$ cat config.mk
export PLATFORM = sky130hd
export DESIGN_NAME = bcd_priority_encoder_flat
export DESIGN_NICKNAME = d
export VERILOG_FILES = /design/src/rtl/bcd_priority_encoder_if.sv /design/src/rtl/bcd_priority_encoder.sv /design/src/flat_wrapper.sv
export SDC_FILE = /design/constraint.sdc
export NUM_CORES = 1
export LEC_CHECK = 0
export ABC_AREA = 1
export CAP_MARGIN = 5
export CORE_AREA = 3 3 40 42
export DETAILED_ROUTE_END_ITERATION = 10
export DIE_AREA = 0 0 43 45
export GPL_TIMING_DRIVEN = 1
export PLACE_DENSITY = 0.61
export SLEW_MARGIN = 20
export SYNTH_ARGS = -nofsm -noshare
export SYNTH_HDL_FRONTEND = slang
export SYNTH_SLANG_ARGS = --single-unit
$ cat constraint.sdc
create_clock -name i_clk -period 1.3 [get_ports i_clk]
set_clock_uncertainty 0.1 [all_clocks]
set_input_delay 0.26 -clock i_clk [delete_from_list [all_inputs] [get_ports i_clk]]
set_output_delay 0.26 -clock i_clk [all_outputs]
set_load 0.01 [all_outputs]
$ cat src/rtl/bcd_priority_encoder_if.sv
// ----------------------------------------------------------------------------
// bcd_priority_encoder_if
//   Bus bundle between a decimal-line source and the registered BCD encoder.
//
//   Signals:
//     i_i      10  decimal input lines, bit k = digit k (nominally one-hot)
//     i_en     1   encoder enable
//     o_y      4   registered BCD code of the selected line (0000..1001)
//     o_valid  1   registered, o_y holds an encoded digit
//     o_err    1   registered, enabled sample was zero-hot or multi-hot
//
//   Modports:
//     master  drives i_i / i_en, observes the encoder outputs
//     slave   the encoder itself
// ----------------------------------------------------------------------------
interface bcd_priority_encoder_if;
    logic [9:0] i_i;
    logic       i_en;
    logic [3:0] o_y;
    logic       o_valid;
    logic       o_err;

    modport master (
        output i_i,
        output i_en,
        input  o_y,
        input  o_valid,
        input  o_err
    );

    modport slave (
        input  i_i,
        input  i_en,
        output o_y,
        output o_valid,
        output o_err
    );
endinterface

$ cat src/rtl/bcd_priority_encoder.sv
// ----------------------------------------------------------------------------
// bcd_priority_encoder
//   Registered decimal-to-BCD encoder. A 10-line decimal input is encoded to
//   its 4-bit BCD digit one clock after it is sampled, together with a valid
//   flag and an error flag for zero-hot / multi-hot samples.
//
//   Parameters:
//     HIGH_PRIORITY  1: highest asserted line wins on multi-hot input
//                    0: lowest asserted line wins
//
//   Ports:
//     i_clk  in   sole clock, rising edge
//     i_rst  in   synchronous, active-high reset; clears all outputs
//     bus    slave modport of bcd_priority_encoder_if
//              i_i / i_en in, o_y / o_valid / o_err out (all registered)
// ----------------------------------------------------------------------------
module bcd_priority_encoder #(
    parameter bit HIGH_PRIORITY = 1'b1
) (
    input  logic                        i_clk,
    input  logic                        i_rst,
    bcd_priority_encoder_if.slave       bus
);

    // Index of the highest set line; 0 when no line is set.
    function automatic logic [3:0] enc_high(input logic [9:0] v);
        logic [3:0] r;
        r = 4'd0;
        for (int k = 0; k < 10; k++) begin
            if (v[k]) r = 4'(k);
        end
        return r;
    endfunction

    // Index of the lowest set line; 0 when no line is set.
    function automatic logic [3:0] enc_low(input logic [9:0] v);
        logic [3:0] r;
        r = 4'd0;
        for (int k = 9; k >= 0; k--) begin
            if (v[k]) r = 4'(k);
        end
        return r;
    endfunction

    // Clearing the lowest set bit leaves something only if two or more bits were set.
    function automatic logic is_multi_hot(input logic [9:0] v);
        return (v & (v - 10'd1)) != 10'd0;
    endfunction

    logic [3:0] y_nxt;
    logic       vld_nxt;
    logic       err_nxt;

    logic [3:0] y_p1;
    logic       vld_p1;
    logic       err_p1;

    always_comb begin
        y_nxt   = 4'd0;
        vld_nxt = 1'b0;
        err_nxt = 1'b0;
        if (bus.i_en) begin
            if (bus.i_i == 10'd0) begin
                err_nxt = 1'b1;
            end else begin
                y_nxt   = HIGH_PRIORITY ? enc_high(bus.i_i) : enc_low(bus.i_i);
                vld_nxt = 1'b1;
                err_nxt = is_multi_hot(bus.i_i);
            end
        end
    end

    // Stage p0 -> p1: single output register stage
    always_ff @(posedge i_clk) begin
        if (i_rst) begin
            y_p1   <= 4'd0;
            vld_p1 <= 1'b0;
            err_p1 <= 1'b0;
        end else begin
            y_p1   <= y_nxt;
            vld_p1 <= vld_nxt;
            err_p1 <= err_nxt;
        end
    end

    assign bus.o_y     = y_p1;
    assign bus.o_valid = vld_p1;
    assign bus.o_err   = err_p1;

endmodule

$ cat src/flat_wrapper.sv
// flat-port wrapper written by rule: the top's interface ports become plain ports
module bcd_priority_encoder_flat 
#(
    parameter bit HIGH_PRIORITY = 1'b1
)
  (i_clk, i_rst, bus_i_i, bus_i_en, bus_o_y, bus_o_valid, bus_o_err);
  bcd_priority_encoder_if bus_i ();
  input  logic i_clk;
  input  logic i_rst;
  input wire logic [$bits(bus_i.i_i)-1:0] bus_i_i;
  input wire logic [$bits(bus_i.i_en)-1:0] bus_i_en;
  output wire logic [$bits(bus_i.o_y)-1:0] bus_o_y;
  output wire logic [$bits(bus_i.o_valid)-1:0] bus_o_valid;
  output wire logic [$bits(bus_i.o_err)-1:0] bus_o_err;
  assign bus_i.i_i = bus_i_i;
  assign bus_i.i_en = bus_i_en;
  assign bus_o_y = bus_i.o_y;
  assign bus_o_valid = bus_i.o_valid;
  assign bus_o_err = bus_i.o_err;
  bcd_priority_encoder #(.HIGH_PRIORITY(HIGH_PRIORITY)) u_core (.i_clk(i_clk), .i_rst(i_rst), .bus(bus_i));
endmodule
# == After elaboration in Yosys (flattened, before gate mapping) ==
# Cells that the tools add are included.
# op_classes
add_sub_neg,1
n_mux,11
bitwise_logic,2
reduce_logical,5
# ops
operator,count
2-to-1 mux 3 bit,4
bitwise AND 10 bit,1
logical NOT 10 bit,1
nonzero test 10 bit,1
"subtractor 10 x 1 -> 10 bit, second input constant",1
2-to-1 mux 4 bit,2
OR reduction 5 bit,1
2-to-1 mux 2 bit,2
2-to-1 mux 1 bit,3
OR reduction 3 bit,1
OR reduction 2 bit,1
inverter 1 bit,1
# totals
regBits,6
in_bits,13
output_inout_bits,6
wordCells,23

# == Logic depth before layout (Yosys ltp) ==
# Gate-level depths: netlist of the first run.
# logic_depth
word_depth,9
mapped_depth,9
mapped_depth_nobuf,9

# == Worst setup path before layout of the first run ==
# Ideal clock, no wire load.
# synth_timing
path_type,input to register
startpoint,input bus_i_i[6]
endpoint,register u_core.err_p1 (netlist: u_core.bus.o_err)
setup_time_ps,117
arrival_ps,862
required_ps,1083
slack_ps,220
path_stages,8
path_buffers,0
path_cell_list,nor2_2 -> nand2_2 -> nor2_4 -> nand2_1 -> nand2_1 -> nand2_1 -> nor2_1 -> a21oi_1
# synth_between
elab_chain_len,4
elab_cells_between_ends,5
classes_between,1 x add/sub; 1 x mux; 1 x bitwise; 2 x reduce/logical
# synth_rtl
element,line_no,rtl
"start, declared",flat_wrapper.sv:10,input wire logic [$bits(bus_i.i_i)-1:0] bus_i_i;
subtractor 10 x 1 -> 10 bit,bcd_priority_encoder.sv:47,return (v & (v - 10'd1)) != 10'd0;
bitwise AND 10 bit,bcd_priority_encoder.sv:47,
nonzero test 10 bit,bcd_priority_encoder.sv:47,
2-to-1 mux 1 bit *,bcd_priority_encoder.sv:63,if (bus.i_i == 10'd0) begin
"end signal, assigned",bcd_priority_encoder.sv:82,err_p1 <= err_nxt;
"end, declared",bcd_priority_encoder.sv:56,logic err_p1;
# Mark *: on every way between the ends. The rest lies on a longest branch, timed or not.
# A chain may end at the register's enable or synchronous reset.

# == Final worst setup path of the first run ==
# layout_timing
startpoint,input bus_i_i[5]
endpoint,register u_core.err_p1 (netlist: u_core.bus.o_err)
# The elaborated chain is that of the path after synthesis.

==> results of run 1 <==
## cells by family after synthesis
family / count (synthesis) / share of synthesized area [%]
compound gates: 8 / 11.3
buf+inv: 12 / 11.6
simple gates: 36 / 46.3
flops: 6 / 30.9
## placed cells by master, fill, tap and decap left out, drive strengths merged
cell type,n
clkbuf,3
o21ai,3
a21oi,5
buf,10
nand3,2
nand2,22
clkdlybuf4s50,4
nor2,12
dlygate4sd2,14
inv,12
dfxtp,6
## through the flow
step,cells,cell area [sq um],TNS [ns]
after detailed placement,103,648,-1.29
final,108,672,0
after global placement,103,648,-1.19
after CTS,108,668,0
after global routing,108,672,0
after floorplan,62,389,0
## registers in the layout, indices dropped and copies added (netlist names)
register,flops
u_core.bus.o_y,4
u_core.bus.o_valid,1
u_core.bus.o_err,1
## path summary, 6_finish.rpt
check	start	endpoint	slack, ns	cells after the start
min	bus_i_i[4]	u_core.bus.o_y[1]$_SDFF_PP0_	0.43	4
max	bus_i_i[5]	u_core.bus.o_err$_SDFF_PP0_	0.08	9
## final cells by class
class | count | share of cell area (%)
Tap cell | 15 | 2.79
Inverter | 12 | 6.70
Clock buffer | 3 | 3.35
Sequential cell | 6 | 17.9
Multi-Input combinational cell | 44 | 33.9
Timing Repair Buffer | 28 | 35.4
## per-layer routing
metal | track usage (%) | routed length, microns | vias up | part of all wire (%)
met5 | 0 | 0 | - | 0
met4 | 5.42 | 0 | 0 | 0
met3 | 3.59 | 61 | 0 | 6.8
met2 | 18.0 | 452 | 21 | 51
met1 | 11.6 | 381 | 196 | 43
li1 | - | - | 248 | -
## power by group
group	internal (uW)	total, uW	switching [uW]
registers	193	194	1.54
logic	67.6	130	61.9
clock network	104	165	61.0
## repair_timing
item / 4_1_cts / 5_1_grt
pin swaps: 4 / 3
hold buffers: 0 / 0
setup buffers: 2 / 0
resized for setup: 14 / 1
endpoints found under the setup margin: 7 / 2
==> metrics.md, run 1 <==
| Metric | Value |
|---|---|
| I/O pin count | 19 |
| CTS root buffer | clkbuf_4 |
| Slowest-stage cell, CP | dlygate4sd2_1 |
| CP max FO | 4 |
| Clock buffer depth | 2 |
| Tot Pwr | 489 uW |
| Nets@finish | 108 |
| Number of antenna violations at the first check in global routing | 0 |
| FMAX | 0.823 GHz |
| CTS sink cnt | 6 |
| Area growth from synthesis to layout | 72.7% |
| Drt wl/cell | 8.29 microns |
| Worst slew margin | 85.1% |
| Largest net degree at the start of global routing | 5 |
| Cell taking the most area after synthesis | dfxtp_1 |
| Syn_area_per_cell | 6.28 sq um |
| Tmin final | 1.22 ns |
| Setup slack after layout | 0.0847 ns |
| PortBufs | 18 |
| Number of enable flip-flop cells after synthesis | 0 |
| Worst slew pin tran | 0.224 ns |
| Post-DP HPWL | 751 microns |
| Vias/cell | 4.31 |
| Setup Crit Path Kind | input pin to register |
| Biggest cell delay along the critical path | 0.28 ns |
| Period utilisation layout | 93.5% |
| Total track usage | 10.5% |
| Grt total ovfl | 0 |
| Crit path launch type | input pin |
| First-pass GRT wire length | 1530 microns |
| CP most frequent cell | nand2_1 |
| Hold Fails Final Rpt | 0 |
| Total CTS buffers | 3 |
| Total wire length | 895 microns |
| Number of fill cells | 134 |
| Hold Slack | 0.428 ns |
| Synth Flop Type | dfxtp_1 |
| Die footprint | 1940 sq um |
| Multi-input combinational cell area | 228 sq um |
| Routed vias | 465 |
| Final Util | 52.3% |
| Antenna viol nets, final | 0 |
| Crit. End Element | register |
| Buf/Inv on CP | 1 |
| Top-area cell type share of the netlist area | 30.9% |
| Initial DRT Pass Iterations | 4 |
| Unrepaired setup endpoints after global routing | no |
| Top-count cell post-synth | nand2_1 |
| Ranking of synthesized cells by area | dfxtp_1 31%, nand2_1 18%, inv_1 12% |
| Final-report max-slew violation count | 0 |
| CTS tree | done |
| Min-delay worst type | input pin to register |
| Vias in the first global route | 403 |
| Async S/R FF share, synth | 0% |
| Peak supply drop | 323 uV |
| DIE WIDTH | 43 microns |
| Leakage | 0.000365 uW |
| Register area | 120 sq um |
| CP arrival | 1.24 ns |
| Synthesized flop and latch total | 6 |
| # diodes | 0 |
| Die Height | 45 microns |
| Clock transition at path regs | 0.04 ns |
| YS warnings | 0 |
| Pwr dens | 728 nW/um^2 |
| # DRC | 0 |
| Status | complete, no violations |
| Cells after Synth | 62 |
| Final setup fails | 0 |
| Pre-CTS WS | -0.366 ns |
| Share of cells above drive strength 1 | 25.8% |
| Syn Nets | 75 |
| Core footprint | 1280 sq um |
| Gpl congestion | 0.768 |
| Initial DRC count | 4 |
| Crit path cell chain | dlygate4sd2_1 -> nor2_4 -> nand2_2 -> nor2_4 -> nand2_1 -> nand2_1 -> nand2_1 -> nor2_1 -> a21oi_1 |
| Site Rows | 13 |
| Cell family with most CP delay | simple AND/OR/NAND/NOR gates |
| Number of max-cap violations | 0 |
| Critical Path RT | 1.33 ns |
| Share of the yosys chip area belonging to registers | 30.9% |
| Starting density of the core | 30.3% |
| Post-Synthesis Cell Area | 389 sq um |
| H-tree levels | 1 |
| Distinct cells, synth | 11 |
| Synth top cells by count | 19 x nand2_1, 12 x inv_1, 6 x dfxtp_1, 6 x nor2_1 |
Note: power is estimated with default switching activity, not from simulation.
==> run 2: changes to the inputs <==
- CTS_CLUSTER_DIAMETER: default -> 150
==> results of run 2 <==
No change in the layout: final DEF, timing and power equal those of run 1.
